==> config.mk <==
export PLATFORM = sky130hd
export DESIGN_NAME = multicycle_control_fsm
export DESIGN_NICKNAME = d
export VERILOG_FILES = /design/src/rtl/multicycle_control_fsm.sv
export SDC_FILE = /design/constraint.sdc
export NUM_CORES = 1
export LEC_CHECK = 0
export BUFFER_PORTS_ARGS = -buffer_cell sky130_fd_sc_hd__buf_2
export CAP_MARGIN = 40
export CORE_AREA = 2 2 39 41
export DETAILED_ROUTE_END_ITERATION = 6
export DIE_AREA = 0 0 41 43
export GPL_ROUTABILITY_DRIVEN = 0
export GPL_TIMING_DRIVEN = 0
export PLACE_DENSITY = 0.8
export SYNTH_ARGS = -nofsm -noshare
export SYNTH_HDL_FRONTEND = slang
export SYNTH_SLANG_ARGS = --single-unit
==> constraint.sdc <==
create_clock -name clk -period 3 [get_ports clk]
set_input_delay 0.15 -clock clk [delete_from_list [all_inputs] [get_ports clk]]
set_output_delay 0.15 -clock clk [all_outputs]
set_load 0.005 [all_outputs]
==> src/rtl/multicycle_control_fsm.sv <==
// Multicycle RISC-V control unit: sequences IF/ID/EX/MEM/WB and drives
// datapath latch enables, memory strobes and mux selects from the current state.
module multicycle_control_fsm #(
    parameter bit MEM_WAIT = 1'b1
) (
    input  logic       clk,
    input  logic       reset,
    input  logic [6:0] opcode,
    input  logic       alu_bcond,
    input  logic       halt_req,
    input  logic       mem_ready,
    output logic       ir_write,
    output logic       ab_write,
    output logic       aluout_write,
    output logic       mdr_write,
    output logic       pc_write,
    output logic       rf_write,
    output logic       mem_read,
    output logic       mem_write,
    output logic       iord,
    output logic [1:0] pc_src,
    output logic       alu_src_a,
    output logic [1:0] alu_src_b,
    output logic [1:0] alu_op,
    output logic [1:0] wb_sel,
    output logic       is_halted,
    output logic [2:0] state
);
    // state | meaning
    // IF    | fetch instruction, wait for memory
    // ID    | decode, latch A/B, compute branch/JAL target
    // EX    | execute / address calc / branch resolve
    // MEM   | data memory access, wait for memory
    // WB    | register-file write-back, PC+4
    // HALT  | ecall halt, parked until reset
    typedef enum logic [2:0] {
        S_IF   = 3'd0,
        S_ID   = 3'd1,
        S_EX   = 3'd2,
        S_MEM  = 3'd3,
        S_WB   = 3'd4,
        S_HALT = 3'd5
    } state_t;

    localparam logic [6:0] OP_R     = 7'b0110011;
    localparam logic [6:0] OP_I     = 7'b0010011;
    localparam logic [6:0] OP_LOAD  = 7'b0000011;
    localparam logic [6:0] OP_STORE = 7'b0100011;
    localparam logic [6:0] OP_BR    = 7'b1100011;
    localparam logic [6:0] OP_JAL   = 7'b1101111;
    localparam logic [6:0] OP_JALR  = 7'b1100111;
    localparam logic [6:0] OP_ECALL = 7'b1110011;

    state_t cur, nxt;
    logic   ready;
    logic   known;

    assign ready = MEM_WAIT ? mem_ready : 1'b1;
    assign known = (opcode == OP_R) || (opcode == OP_I) || (opcode == OP_LOAD) ||
                   (opcode == OP_STORE) || (opcode == OP_BR) || (opcode == OP_JAL) ||
                   (opcode == OP_JALR);
    assign state = cur;

    always_ff @(posedge clk or posedge reset) begin
        if (reset) cur <= S_IF;
        else       cur <= nxt;
    end

    always_comb begin
        nxt          = S_IF;
        ir_write     = 1'b0;
        ab_write     = 1'b0;
        aluout_write = 1'b0;
        mdr_write    = 1'b0;
        pc_write     = 1'b0;
        rf_write     = 1'b0;
        mem_read     = 1'b0;
        mem_write    = 1'b0;
        iord         = 1'b0;
        pc_src       = 2'b00;
        alu_src_a    = 1'b0;
        alu_src_b    = 2'b00;
        alu_op       = 2'b00;
        wb_sel       = 2'b00;
        is_halted    = 1'b0;
        case (cur)
            S_IF: begin
                mem_read = 1'b1;
                ir_write = ready;
                nxt      = ready ? S_ID : S_IF;
            end
            S_ID: begin
                ab_write     = 1'b1;
                aluout_write = 1'b1;
                alu_src_b    = 2'b01;
                if (opcode == OP_ECALL && halt_req) begin
                    nxt = S_HALT;
                end else if (!known) begin
                    // non-halting ecall and unknown opcodes just step the PC
                    pc_write = 1'b1;
                    nxt      = S_IF;
                end else begin
                    nxt = S_EX;
                end
            end
            S_EX: begin
                case (opcode)
                    OP_R, OP_I: begin
                        alu_src_a    = 1'b1;
                        alu_src_b    = (opcode == OP_I) ? 2'b01 : 2'b00;
                        alu_op       = 2'b10;
                        aluout_write = 1'b1;
                        nxt          = S_WB;
                    end
                    OP_LOAD, OP_STORE: begin
                        alu_src_a    = 1'b1;
                        alu_src_b    = 2'b01;
                        aluout_write = 1'b1;
                        nxt          = S_MEM;
                    end
                    OP_BR: begin
                        alu_src_a = 1'b1;
                        alu_op    = 2'b01;
                        pc_write  = 1'b1;
                        pc_src    = alu_bcond ? 2'b01 : 2'b00;
                    end
                    OP_JAL: begin
                        rf_write = 1'b1;
                        wb_sel   = 2'b10;
                        pc_write = 1'b1;
                        pc_src   = 2'b01;
                    end
                    OP_JALR: begin
                        alu_src_a = 1'b1;
                        alu_src_b = 2'b01;
                        rf_write  = 1'b1;
                        wb_sel    = 2'b10;
                        pc_write  = 1'b1;
                        pc_src    = 2'b10;
                    end
                    default: nxt = S_IF;
                endcase
            end
            S_MEM: begin
                if (opcode == OP_LOAD) begin
                    mem_read  = 1'b1;
                    iord      = 1'b1;
                    mdr_write = ready;
                    nxt       = ready ? S_WB : S_MEM;
                end else if (opcode == OP_STORE) begin
                    mem_write = 1'b1;
                    iord      = 1'b1;
                    pc_write  = ready;
                    nxt       = ready ? S_IF : S_MEM;
                end
            end
            S_WB: begin
                rf_write = 1'b1;
                wb_sel   = (opcode == OP_LOAD) ? 2'b01 : 2'b00;
                pc_write = 1'b1;
            end
            S_HALT: begin
                is_halted = 1'b1;
                nxt       = S_HALT;
            end
            default: nxt = S_IF;
        endcase
        // reset masks the combinational outputs so nothing strobes while held
        if (reset) begin
            nxt          = S_IF;
            ir_write     = 1'b0;
            ab_write     = 1'b0;
            aluout_write = 1'b0;
            mdr_write    = 1'b0;
            pc_write     = 1'b0;
            rf_write     = 1'b0;
            mem_read     = 1'b0;
            mem_write    = 1'b0;
            iord         = 1'b0;
            pc_src       = 2'b00;
            alu_src_a    = 1'b0;
            alu_src_b    = 2'b00;
            alu_op       = 2'b00;
            wb_sel       = 2'b00;
            is_halted    = 1'b0;
        end
    end
endmodule

* After elaboration in Yosys (flattened, before gate mapping)
Index checks and enable logic that the tools add are counted.
W data, S select, Z words.
** Word-level totals
- Word-level logic and storage cells :: 89
- Bits in read-only memories :: 0
- Input bits :: 12
- Output and inout port bits :: 22
- Memories kept :: 0
- Bits in latches :: 0
- Flip-flop bits (word level) :: 3
- RAM bits :: 0
** Operators by class
- Equality and inequality tests :: 13
- $lt $le $gt $ge :: 0
- Divide/modulo/power cells :: 0
- Reductions and logical operators :: 15
- $add $sub $neg :: 0
- Bitwise logic cells :: 0
- Muxes and demuxes :: 60
- Multiply operators :: 0
- Shifts and indexed selects :: 0
** Operators by type and width (number)
- $mux W1 :: 35
- $eq A7 B7 Y1 const B :: 4
- $mux W2 :: 10
- $pmux W3 S5 :: 1
- $eq A7 B6 Y1 const B :: 2
- $mux W3 :: 4
- $pmux W1 S2 :: 5
- $pmux W2 S2 :: 2
- $eq A7 B2 Y1 const B :: 1
- $eq A7 B5 Y1 const B :: 1
- $eq A3 B2 Y1 const B :: 2
- $eq A3 B3 Y1 const B :: 2
- $logic_or A1 B1 Y1 :: 6
- $pmux W2 S3 :: 1
- $pmux W3 S2 :: 1
- $reduce_or A2 Y1 :: 3
- $reduce_or A3 Y1 :: 2
- $reduce_or A6 Y1 :: 1
- $pmux W1 S4 :: 1
- $reduce_or A4 Y1 :: 1
- $eq A3 B1 Y1 const B :: 1
- $logic_not A3 Y1 :: 1
- $logic_and A1 B1 Y1 :: 1

* Depth between registers and ports, before layout
Gate-level depths: netlist of the first run.
- Depth in word-level cells :: 11
- Gate-level depth with buffers :: 5
- Depth with buffers taken out :: 4

* Worst setup path before layout of the first run
No wires, ideal clock.
- Path kind :: input-to-output
- Start point :: input opcode[3]
- End point :: output pc_write
- Required time :: 2850 ps
- Path buffers :: 1
- Arrival :: 1612 ps
- Stages :: 5
- Slack :: 1238 ps
- Path through :: nand4bb_1 buf_2 or3_4 or4b_1 a311oi_1
** Between the ends
- Word-level cells in the longest chain between the ends :: 11
- Elaborated cells between the ends (all ways) :: 23
- Classes of those cells :: 8 x eq/ne; 7 x mux; 8 x reduce/logical
** RTL lines
- start: declaration :: RTL line 8 : input logic [6:0] opcode,
- $eq A7 B6 Y1 / $eq A7 B5 Y1 (equally long branches) :: RTL line 59 : assign known = (opcode == OP_R) || (opcode == OP_I) || (opcode == OP_LOAD) ||
- $logic_or A1 B1 Y1 (3 in series) :: RTL line 59
- $logic_or A1 B1 Y1 (3 in series) :: RTL line 60 : (opcode == OP_STORE) || (opcode == OP_BR) || (opcode == OP_JAL) ||
- $mux W1 :: RTL line 98 : end else if (!known) begin
- $mux W1 :: RTL line 96 : if (opcode == OP_ECALL && halt_req) begin
- $pmux W1 S4 (*) :: RTL line 86 : case (cur)
- $mux W1 (*) :: RTL line 169 : if (reset) begin
- end: declaration :: RTL line 16 : output logic pc_write,
Every way passes the cells marked *; elsewhere a longest branch is shown, timed or not.

* Worst setup path in the final report of the first run
- Start point :: register cur[2] (netlist: state[2])
- End point :: output pc_write
** Between the ends
- Word-level cells in the longest chain between the ends :: 3
- Elaborated cells between the ends (all ways) :: 6
- Classes of those cells :: 4 x eq/ne; 2 x mux
** RTL lines
- start: declaration :: RTL line 54 : state_t cur, nxt;
- start signal: assignment :: RTL line 66 : else cur <= nxt;
- $eq A3 B3 Y1, or another cell as far along :: RTL line 86
- $pmux W1 S4 (*) :: RTL line 86
- $mux W1 (*) :: RTL line 169
Marks and branches as above.

==> flow_summary_export.csv, run 1 <==
group,metric,value,unit
clock_network,clkSinkCount,3,
power,fin_total_pwr,0.1604,mW
critical_path,worstPathCellList,"clkbuf_1 > nor2b_1 > or4b_1 > a311oi_1 > buf_2",
critical_path,cp.required,2.85,ns
synthesis,yosysMostFrequentCell,"nor2_1",
route,avgRoutedWirePerCell,11.47,um
route,drt_iter0_drc,20,
clock_network,clock_path_buffers,2,
route,vias,724,
global_routing,grt_pass1_wl,2346,um
layout,fin_nets,130,
power,clockPowerShare,44.5,%
placed_design,hpwl,1239,um
clock_network,path_clk_slew,0.04,ns
clock_network,cts_resized,0,
global_routing,antenna_found_initial,0,
power,switchingPower,0.04851,mW
power,combPwrFrac,29.3,%
floorplanning,die_h,43,um
route,drtAntennaViolNets,0,
global_routing,grt_usage,18.33,%
sta,clock-skew-final,0.004038,ns
synthesis,synth_nets,93,
synthesis,yosysTopAreaCellShare,14.18,%
floorplanning,ios,34,
floorplanning,rows,14,
power,p_seq_share,26.2,%
layout,drive_gt1_share,32.48,%
clock_network,cts.htree.levels,1,
layout,largest_register_ffs,3,
route,via_per_inst,5.444,
floorplanning,coreArea,1384,um2
layout,area_growth,39.95,%
layout,diodes,0,
critical_path,worst-path-buf-inv,2,
sta,fmax,469.1,MHz
sta,hold_viol,0,
synthesis,synth_ff_type,"dfrtp_1",
critical_path,crit_cells,5,
power,max-vdd-ir-drop,0.2305,mV
synthesis,synth_cells,81,
critical_path,cp-start-kind,"flip-flop",
clock_network,clock_latency,0.23,ns
power,cellPowerDensity,216.5,nW/um2
floorplanning,start_util,38.25,%
floorplanning,die_w,41,um
clock_network,cts_hold_buffers,1,
run_status,status,"finished, final reports clean",
synthesis,synthesis.area,529.3,um2
global_routing,grt_pass1_vias,602,
critical_path,critical_path.top_delay_family,"simple AND/OR/NAND/NOR gates",
critical_path,cp_slowest_cell,"or4b_1",
clock_network,cts_tree,"built",
clock_network,cts_root_buffer,"clkbuf_4",
synthesis,synthTopCellsByArea,"dfrtp_1 (14%), nor2_1 (8.5%), a21oi_1 (6.6%)",
sta,final.min_clock_period,2.132,ns
sta,fin_crit_sh,71.06,%
sta,drv_slew,0,
power,power.internal,0.1119,mW
clock_network,cts_setup_buffers,0,
synthesis,synth_commonest_cells,"nor2_1 (12), a21oi_1 (7), nand2_1 (5), nor2b_1 (5), nor3_1 (5)",
sta,setup_viol,0,
power,p_leak,0.3653,nW
sta,rsz0062_at_grt,"no",
synthesis,synth_cell_types,35,
route,first_pass_iters,4,
synthesis,synth-edff-count,0,
hold_path,min_path_type,"in2reg",
placed_design,port_buffers,31,
sta,tns,0,ns
critical_path,crit_path_max_fanout,9,
route,wl,1526,um
critical_path,cp.arrival,1.98,ns
synthesis,syn_avg_cell_area,6.534,um2
synthesis,ys_async_sr_fraction,100.0,%
synthesis,ys_ff_latch,3,
critical_path,rr_worst_depth,5,
global_routing,gr-total-overflow,0,
synthesis,ys_seq_area_share,14.18,%
route,drc,0,
clock_network,cts_made_buffers,3,
power,switching_share,30.25,%
critical_path,critPathKind,"reg2out",
critical_path,max_stage_delay,0.47,ns
synthesis,yosys.area.top_type,"dfrtp_1",
synthesis,yosys_warnings,0,
job,drv_cap,0,
critical_path,endpoint_kind,"output pin",
hold_path,hold-path-cell-count,3,
floorplanning,die_area,1763,um2
global_routing,grt_max_degree,11,
==> final cells by class <==
class / instances / area (um2)
fillers: 152 / 643.1
multi-input cells: 70 / 419.2
repair buffers: 32 / 165.2
flip-flops and latches: 3 / 75.07
clock buffers: 4 / 26.28
plain buffers: 5 / 23.77
well taps: 16 / 20.02
inverters: 3 / 11.26
==> stage by stage <==
stage               instances  utilization (%)  area, um2  hold slack (ns)  setup WS (ns)
finish                    133            53.53      740.7           0.2959         0.8682
global route              133            53.53      740.7           0.3155         0.7636
CTS                       133            53.53      740.7           0.2886         0.8735
detailed placement        128            50.90      704.4          0.08099         0.9241
global placement          128            50.90      704.4          0.08158         0.9153
floorplan                  81                -      529.3         -0.08822          1.238
==> worst register-to-register path, delay by kind of cell, from the launching register on <==
kind	cells	cell delay, ns
simple gates	2	0.25
flops	1	0.33
compound gates	2	0.40
buf+inv	1	0.31
==> kinds of logic (layout without fill, tap and decap cells) <==
logic type	after synthesis	after routing	share of synthesized area (%)
buffers and inverters	8	44	6.619
AO/OA/AOI/OAI	20	20	25.53
flip-flops	3	3	14.18
XOR/XNOR	1	1	1.655
other	1	1	0.7085
AND/OR/NAND/NOR	48	48	51.30
==> final timing paths <==
kind / end / slack (ns) / start
worst max-delay path: pc_write / 0.87 / state[2]$_DFF_PP0_
worst min-delay path: state[0]$_DFF_PP0_ / 0.30 / mem_ready
worst max register to register: state[2]$_DFF_PP0_ / 1.64 / state[0]$_DFF_PP0_
worst min register to register: state[0]$_DFF_PP0_ / 0.78 / state[1]$_DFF_PP0_
max in group asynchronous: state[1]$_DFF_PP0_ / 2.46 / reset
min in group asynchronous: state[2]$_DFF_PP0_ / 0.40 / reset
==> cells in the final DEF (no fill, tap or decap), types with 2 or more instances in the layout <==
master / instances
nor4b_1: 2
nor3_1: 5
inv_1: 3
nor2_1: 12
clkbuf_4: 3
nor2b_1: 5
dfrtp_1: 3
o221ai_1: 2
clkbuf_1: 4
nand3b_1: 2
nand3_1: 2
nand2_1: 5
and2_1: 2
o21bai_1: 2
and3_1: 2
a21oi_1: 7
o21ai_0: 2
nand2b_1: 4
buf_2: 32
==> power groups by stage <==
stage / sequential [mW] / clock (mW) / combinational (mW)
6_report: 0.0420 / 0.0713 / 0.0470
5_1_grt: 0.0421 / 0.0798 / 0.0529
4_1_cts: 0.0421 / 0.0741 / 0.0469
3_5_place_dp: 0.0426 / 0 / 0.0456
3_3_place_gp: 0.0425 / 0 / 0.0448
2_1_floorplan: 0.0427 / 0 / 0.0252
==> routing by layer <==
| layer | global-route usage [%] | routed length, um | share of wire (%) |
|---|---|---|---|
| met1 | 23.05 | 675 | 44 |
| met2 | 29.38 | 728 | 48 |
| met3 | 4.712 | 106 | 6.9 |
| met4 | 5.333 | 16 | 1.0 |
| met5 | 0 | 0 | 0 |
No activity file was read; power rests on OpenSTA's default activity.
==> run 2, diff against run 1 <==
ABC_AREA = 1   (was not set)
CORE_AREA = not set   (was 2 2 39 41)
CORE_MARGIN = 1   (was not set)
CORE_UTILIZATION = 44   (was not set)
DIE_AREA = not set   (was 0 0 41 43)
PLACE_DENSITY = 0.82   (was 0.8)
clock period = 2.2 ns   (was 3 ns; I/O delays follow)
==> run 2 against run 1 <==
Net effect: synthesized area is 22% higher; non-clock buffer count fell by 2; power is 47% higher; register-to-register slack worse by 0.65 ns; final cell count up 25%; largest power group unchanged; sequential share of layout area shrank 1.4 points; worst setup slack got worse by 0.34 ns.
==> flow_summary_export.csv, run 2 <==
group,metric,value,unit
layout,diodes,0,
clock_network,cts_resized,0,
route,wl,1787,um
critical_path,r2r_end,"state[0]$_DFF_PP0_",
sta,final.min_clock_period,1.667,ns
power,p_leak,0.4901,nW
synthesis,synth_ff_type,"dfrtp_1",
critical_path,endpoint,"pc_write",
route,avgRoutedWirePerCell,10.77,um
route,vias,861,
placed_design,port_buffers,31,
sta,clock-skew-final,0.005135,ns
layout,drive_gt1_share,42.38,%
power,combPwrFrac,32.8,%
synthesis,synth_commonest_cells,"nand2_1 (24), nor2_1 (20), inv_1 (11)",
sta,fin_crit_sh,75.78,%
route,drt_iter0_drc,44,
clock_network,clock_path_buffers,2,
layout,largest_register_ffs,3,
floorplanning,coreArea,1334,um2
critical_path,startpoint,"state[1]$_DFF_PP0_",
synthesis,synth-edff-count,0,
power,clockPowerShare,42.8,%
floorplanning,die_area,1624,um2
synthesis,yosys_warnings,0,
global_routing,gr-total-overflow,0,
synthesis,synth_cells,115,
layout,final_cell_mix,"buf_2 (31), nand2_1 (24), nor2_1 (20)",
sta,hold_viol,0,
sta,setup_viol,0,
layout,final_common_cell,"buf_2",
critical_path,crit_path_max_fanout,6,
power,switching_share,35.47,%
job,drv_cap,0,
run_status,status,"finished, final reports clean",
critical_path,rr_worst_depth,7,
route,first_pass_iters,4,
synthesis,ys_ff_latch,3,
floorplanning,start_util,48.41,%
synthesis,ys_seq_area_share,11.63,%
synthesis,synth_nets,127,
global_routing,grt_pass1_wl,2766,um
route,drc,0,
clock_network,clkSinkCount,3,
synthesis,yosysTopAreaCellShare,13.95,%
layout,fin_nets,164,
sta,hold_ws,0.3220,ns
sta,tns,0,ns
floorplanning,ios,34,
global_routing,grt_pass1_vias,675,
synthesis,synth_cell_types,28,
critical_path,cp-start-kind,"flip-flop",
power,max-vdd-ir-drop,0.2452,mV
layout,area_growth,32.56,%
clock_network,cts_tree,"built",
global_routing,grt_max_degree,11,
clock_network,path_clk_slew,0.04,ns
clock_network,cts.htree.levels,1,
floorplanning,die_w,40.31,um
synthesis,yosys.area.top_type,"nand2_1",
critical_path,r2r_start,"state[1]$_DFF_PP0_",
power,switchingPower,0.08384,mW
critical_path,rrSetupSlack,0.99,ns
critical_path,cp.arrival,1.56,ns
synthesis,ys_async_sr_fraction,100.0,%
power,p_seq_share,24.4,%
floorplanning,rows,13,
sta,fmax,599.9,MHz
clock_network,clock_latency,0.24,ns
global_routing,antenna_found_initial,0,
placed_design,hpwl,1450,um
global_routing,grt_usage,25.14,%
critical_path,critPathKind,"reg2out",
critical_path,cp.required,2.09,ns
route,drtAntennaViolNets,0,
synthesis,syn_avg_cell_area,5.614,um2
floorplanning,die_h,40.31,um
sta,drv_slew,0,
hold_path,min_path_type,"in2reg",
sta,rsz0062_at_grt,"no",
clock_network,cts_root_buffer,"clkbuf_4",
critical_path,endpoint_kind,"output pin",
power,cellPowerDensity,276.2,nW/um2
synthesis,yosysMostFrequentCell,"nand2_1",
synthesis,synthTopCellsByArea,"nand2_1 (14%), dfrtp_1 (12%), nor2_1 (12%)",
power,power.internal,0.1525,mW
synthesis,synthesis.area,645.6,um2
route,via_per_inst,5.187,
clock_network,cts_made_buffers,3,
## run 2: repair_timing
action                                 4_1_cts  5_1_grt
buffers inserted                             0        0
hold buffers                                 1        0
endpoints found under the hold margin        3        0
## run 2: layout make-up
class / count / area (um2)
repair buffers: 32 / 165.2
inverters: 20 / 75.07
plain buffers: 3 / 22.52
flip-flops and latches: 3 / 75.07
multi-input cells: 89 / 473.0
clock buffers: 4 / 26.28
fillers: 123 / 478.0
well taps: 15 / 18.77
## run 2: kinds of logic after synthesis
kind of cell | count (synthesis) | synth area share [%]
AO/OA/AOI/OAI | 12 | 11.82
buffers and inverters | 23 | 15.12
flip-flops | 3 | 11.63
other | 1 | 0.5808
AND/OR/NAND/NOR | 76 | 60.85
## run 2: worst min-delay path by stage
stage / start / endpoint / slack, ns / depth (start not counted)
after floorplan: reset / state[0]$_DFF_PP0_ / -0.11 / 1
after global placement: reset / state[2]$_DFF_PP0_ / 0.05 / 2
after detailed placement: reset / state[0]$_DFF_PP0_ / 0.07 / 2
after CTS: mem_ready / state[2]$_DFF_PP0_ / 0.32 / 5
after global routing: mem_ready / state[2]$_DFF_PP0_ / 0.37 / 5
final: mem_ready / state[2]$_DFF_PP0_ / 0.32 / 5
## run 2: per-stage QoR
| step | setup WS [ns] | total power [mW] | util [%] | instance area [um2] | cells |
|---|---|---|---|---|---|
| final | 0.5329 | 0.2363 | 64.17 | 855.8 | 166 |
| after global routing | 0.4225 | 0.2484 | 64.17 | 855.8 | 166 |
| after detailed placement | 0.8269 | 0.1335 | 61.44 | 819.5 | 161 |
| after CTS | 0.5670 | 0.2342 | 64.17 | 855.8 | 166 |
| after global placement | 0.8400 | 0.1316 | 61.44 | 819.5 | 161 |
| after floorplan | 1.001 | 0.1037 | - | 645.6 | 115 |
## run 2: layer usage
layer	vias to the layer above	track usage [%]	share of wire (%)
met4	0	7.500	1.3
met2	46	43.15	47
li1	437	-	-
met5	-	0	0
met3	4	3.333	9.8
met1	374	32.34	42
## run 2: power groups by stage
stage                     combinational (mW)  clock (mW)  sequential [mW]
after floorplan                       0.0452           0           0.0585
after global placement                0.0733           0           0.0584
after detailed placement              0.0751           0           0.0584
after CTS                             0.0768      0.0997           0.0576
after global routing                  0.0865       0.104           0.0578
final                                 0.0776       0.101           0.0576
## run 2: worst max-delay path: stages (launching register included)
cell and delay (ns):
dfrtp_1 0.44, nor2_2 0.24, nand2_2 0.11, clkinv_1 0.08, nand2_1 0.05, nor2_1 0.15, nor2_1 0.06, nor2_1 0.07
buf_2 0.11
==> run 3, diff against run 2 <==
clock period = 1.7 ns   (was 2.2 ns; I/O delays follow)
==> run 3 against run 2 <==
Net effect: via count rose by 1.7%; global-route usage unchanged; highest routed layer unchanged; flip-flop and latch count unchanged; critical endpoint is now alu_src_a; clock power increased by 31%; worst setup slack got worse by 0.42 ns; final cell count is the same.
==> flow_summary_export.csv, run 3 (synthesis gave the netlist of run 2 again) <==
group,metric,value,unit
run_status,status,"finished, final reports clean",
floorplanning,die_w,40.31,um
global_routing,use_met2,43.15,%
layout,area_growth,34.11,%
power,clockPowerShare,42.8,%
layout,final_common_cell,"buf_2",
layout,fin_nets,164,
critical_path,critical_path.top_delay_family,"flip-flops",
critical_path,worst-path-buf-inv,3,
clock_network,cts_tree,"built",
floorplanning,ios,34,
job,drv_cap,0,
global_routing,use_met3,3.333,%
critical_path,cp.required,1.62,ns
route,wl,1830,um
placed_design,pre_cts_ws,0.3519,ns
floorplanning,rows,13,
power,p_seq_share,24.3,%
power,combPwrFrac,32.9,%
layout,largest_register_ffs,3,
clock_network,path_clk_slew,0.04,ns
critical_path,endpoint_kind,"output pin",
clock_network,cts_root_buffer,"clkbuf_4",
critical_path,worstPathCellList,"inv_2 > nand3_2 > nor2_2 > inv_2 > nor2_2 > nor2_1 > o21ai_1 > buf_2",
clock_network,cts.htree.levels,1,
sta,fmax,630.3,MHz
power,switching_share,35.87,%
sta,hold_viol,0,
layout,drive_gt1_share,45.03,%
sta,setup_slack,0.1134,ns
clock_network,clock_latency,0.24,ns
global_routing,grt_max_degree,11,
route,via_per_inst,5.277,
clock_network,clkSinkCount,3,
hold_path,min_path_type,"in2reg",
critical_path,cp.arrival,1.50,ns
power,power.internal,0.1979,mW
sta,fin_crit_sh,93.33,%
global_routing,grt_pass1_wl,2766,um
global_routing,gr-total-overflow,0,
sta,setup_viol,0,
sta,rsz0062_at_grt,"no",
layout,layoutNonFillerInstCount,166,
placed_design,hpwl,1450,um
sta,final.min_clock_period,1.587,ns
sta,clock-skew-final,0.006940,ns
global_routing,grt_pass1_vias,675,
layout,fill_cells,120,
power,cellPowerDensity,356.5,nW/um2
critical_path,crit_path_max_fanout,6,
global_routing,use_met1,32.34,%
global_routing,grt_usage,25.14,%
critical_path,critPathKind,"reg2out",
route,drtAntennaViolNets,0,
floorplanning,start_util,48.41,%
power,p_leak,0.4867,nW
sta,drv_slew,0,
route,first_pass_iters,5,
clock_network,clock_path_buffers,2,
layout,seqCellArea,77.57,um2
clock_network,cts_made_buffers,3,
layout,diodes,0,
critical_path,cp_slowest_cell,"dfrtp_2",
critical_path,cp-start-kind,"flip-flop",
floorplanning,coreArea,1334,um2
route,drc,0,
critical_path,max_stage_delay,0.45,ns
route,avgRoutedWirePerCell,11.02,um
global_routing,grt_busiest_layer,"met2",
layout,final_cell_mix,"buf_2 (31), nand2_1 (24), nor2_1 (19)",
placed_design,dp.cells,161,
layout,multiInputGateArea,480.5,um2
sta,tns,0,ns
power,switchingPower,0.1107,mW
floorplanning,die_area,1624,um2
route,drt_iter0_drc,50,
route,vias,876,
global_routing,antenna_found_initial,0,
power,max-vdd-ir-drop,0.3384,mV
placed_design,port_buffers,31,
floorplanning,die_h,40.31,um
## run 3: cell counts in the layout (fill, tap and decap cells not counted)
Identical to the previous run, type by type.
## run 3: cell type report
class                           instances  area share (%)
Multi-Input combinational cell         89           55.49
Clock buffer                            4           3.035
Buffer                                  3           2.601
Timing Repair Buffer                   32           19.08
Sequential cell                         3           8.960
Tap cell                               15           2.168
Inverter                               20           8.671
## run 3: metal layers
layer,vias up,wire length (um)
met5,-,0
met4,0,25
met3,4,181
met2,54,866
met1,380,757
li1,438,-
## run 3: power groups by stage
stage / clock, mW / combinational (mW) / sequential (mW)
floorplan: 0 / 0.0585 / 0.0757
global placement: 0 / 0.0948 / 0.0755
detailed placement: 0 / 0.0972 / 0.0755
CTS: 0.129 / 0.0994 / 0.0746
global route: 0.135 / 0.113 / 0.0751
finish: 0.132 / 0.102 / 0.0749
## run 3: final timing paths
kind	from	to	slack, ns	depth (start not counted)
max reg2reg	state[0]$_DFF_PP0_	state[0]$_DFF_PP0_	0.52	9
max in group asynchronous	reset	state[1]$_DFF_PP0_	1.17	3
max	state[2]$_DFF_PP0_	alu_src_a	0.11	8
min reg2reg	state[1]$_DFF_PP0_	state[1]$_DFF_PP0_	0.73	3
min in group asynchronous	reset	state[2]$_DFF_PP0_	0.34	3
min	mem_ready	state[2]$_DFF_PP0_	0.29	5
## run 3: repair_timing
| action | in CTS | in global routing |
|---|---|---|
| hold buffers | 1 | 0 |
| buffers inserted | 0 | 0 |
| setup endpoints to repair | 0 | 4 |
| gates resized for setup | 0 | 5 |
| endpoints found under the hold margin | 3 | 0 |
## run 3: through the flow
step	power, mW	area [um2]	hold slack, ns	util (%)
global route	0.3229	865.8	0.3376	64.92
CTS	0.3031	855.8	0.2956	64.17
detailed placement	0.1727	819.5	0.04077	61.44
finish	0.3087	865.8	0.2915	64.92
floorplan	0.1342	645.6	-0.1389	-
global placement	0.1703	819.5	0.02597	61.44
## run 3: worst register-to-register path, delay by kind of cell (launching register included)
kind	cells	cell delay, ns
DFF	1	0.40
and+or+nand+nor	7	0.55
buffers and inverters	2	0.17
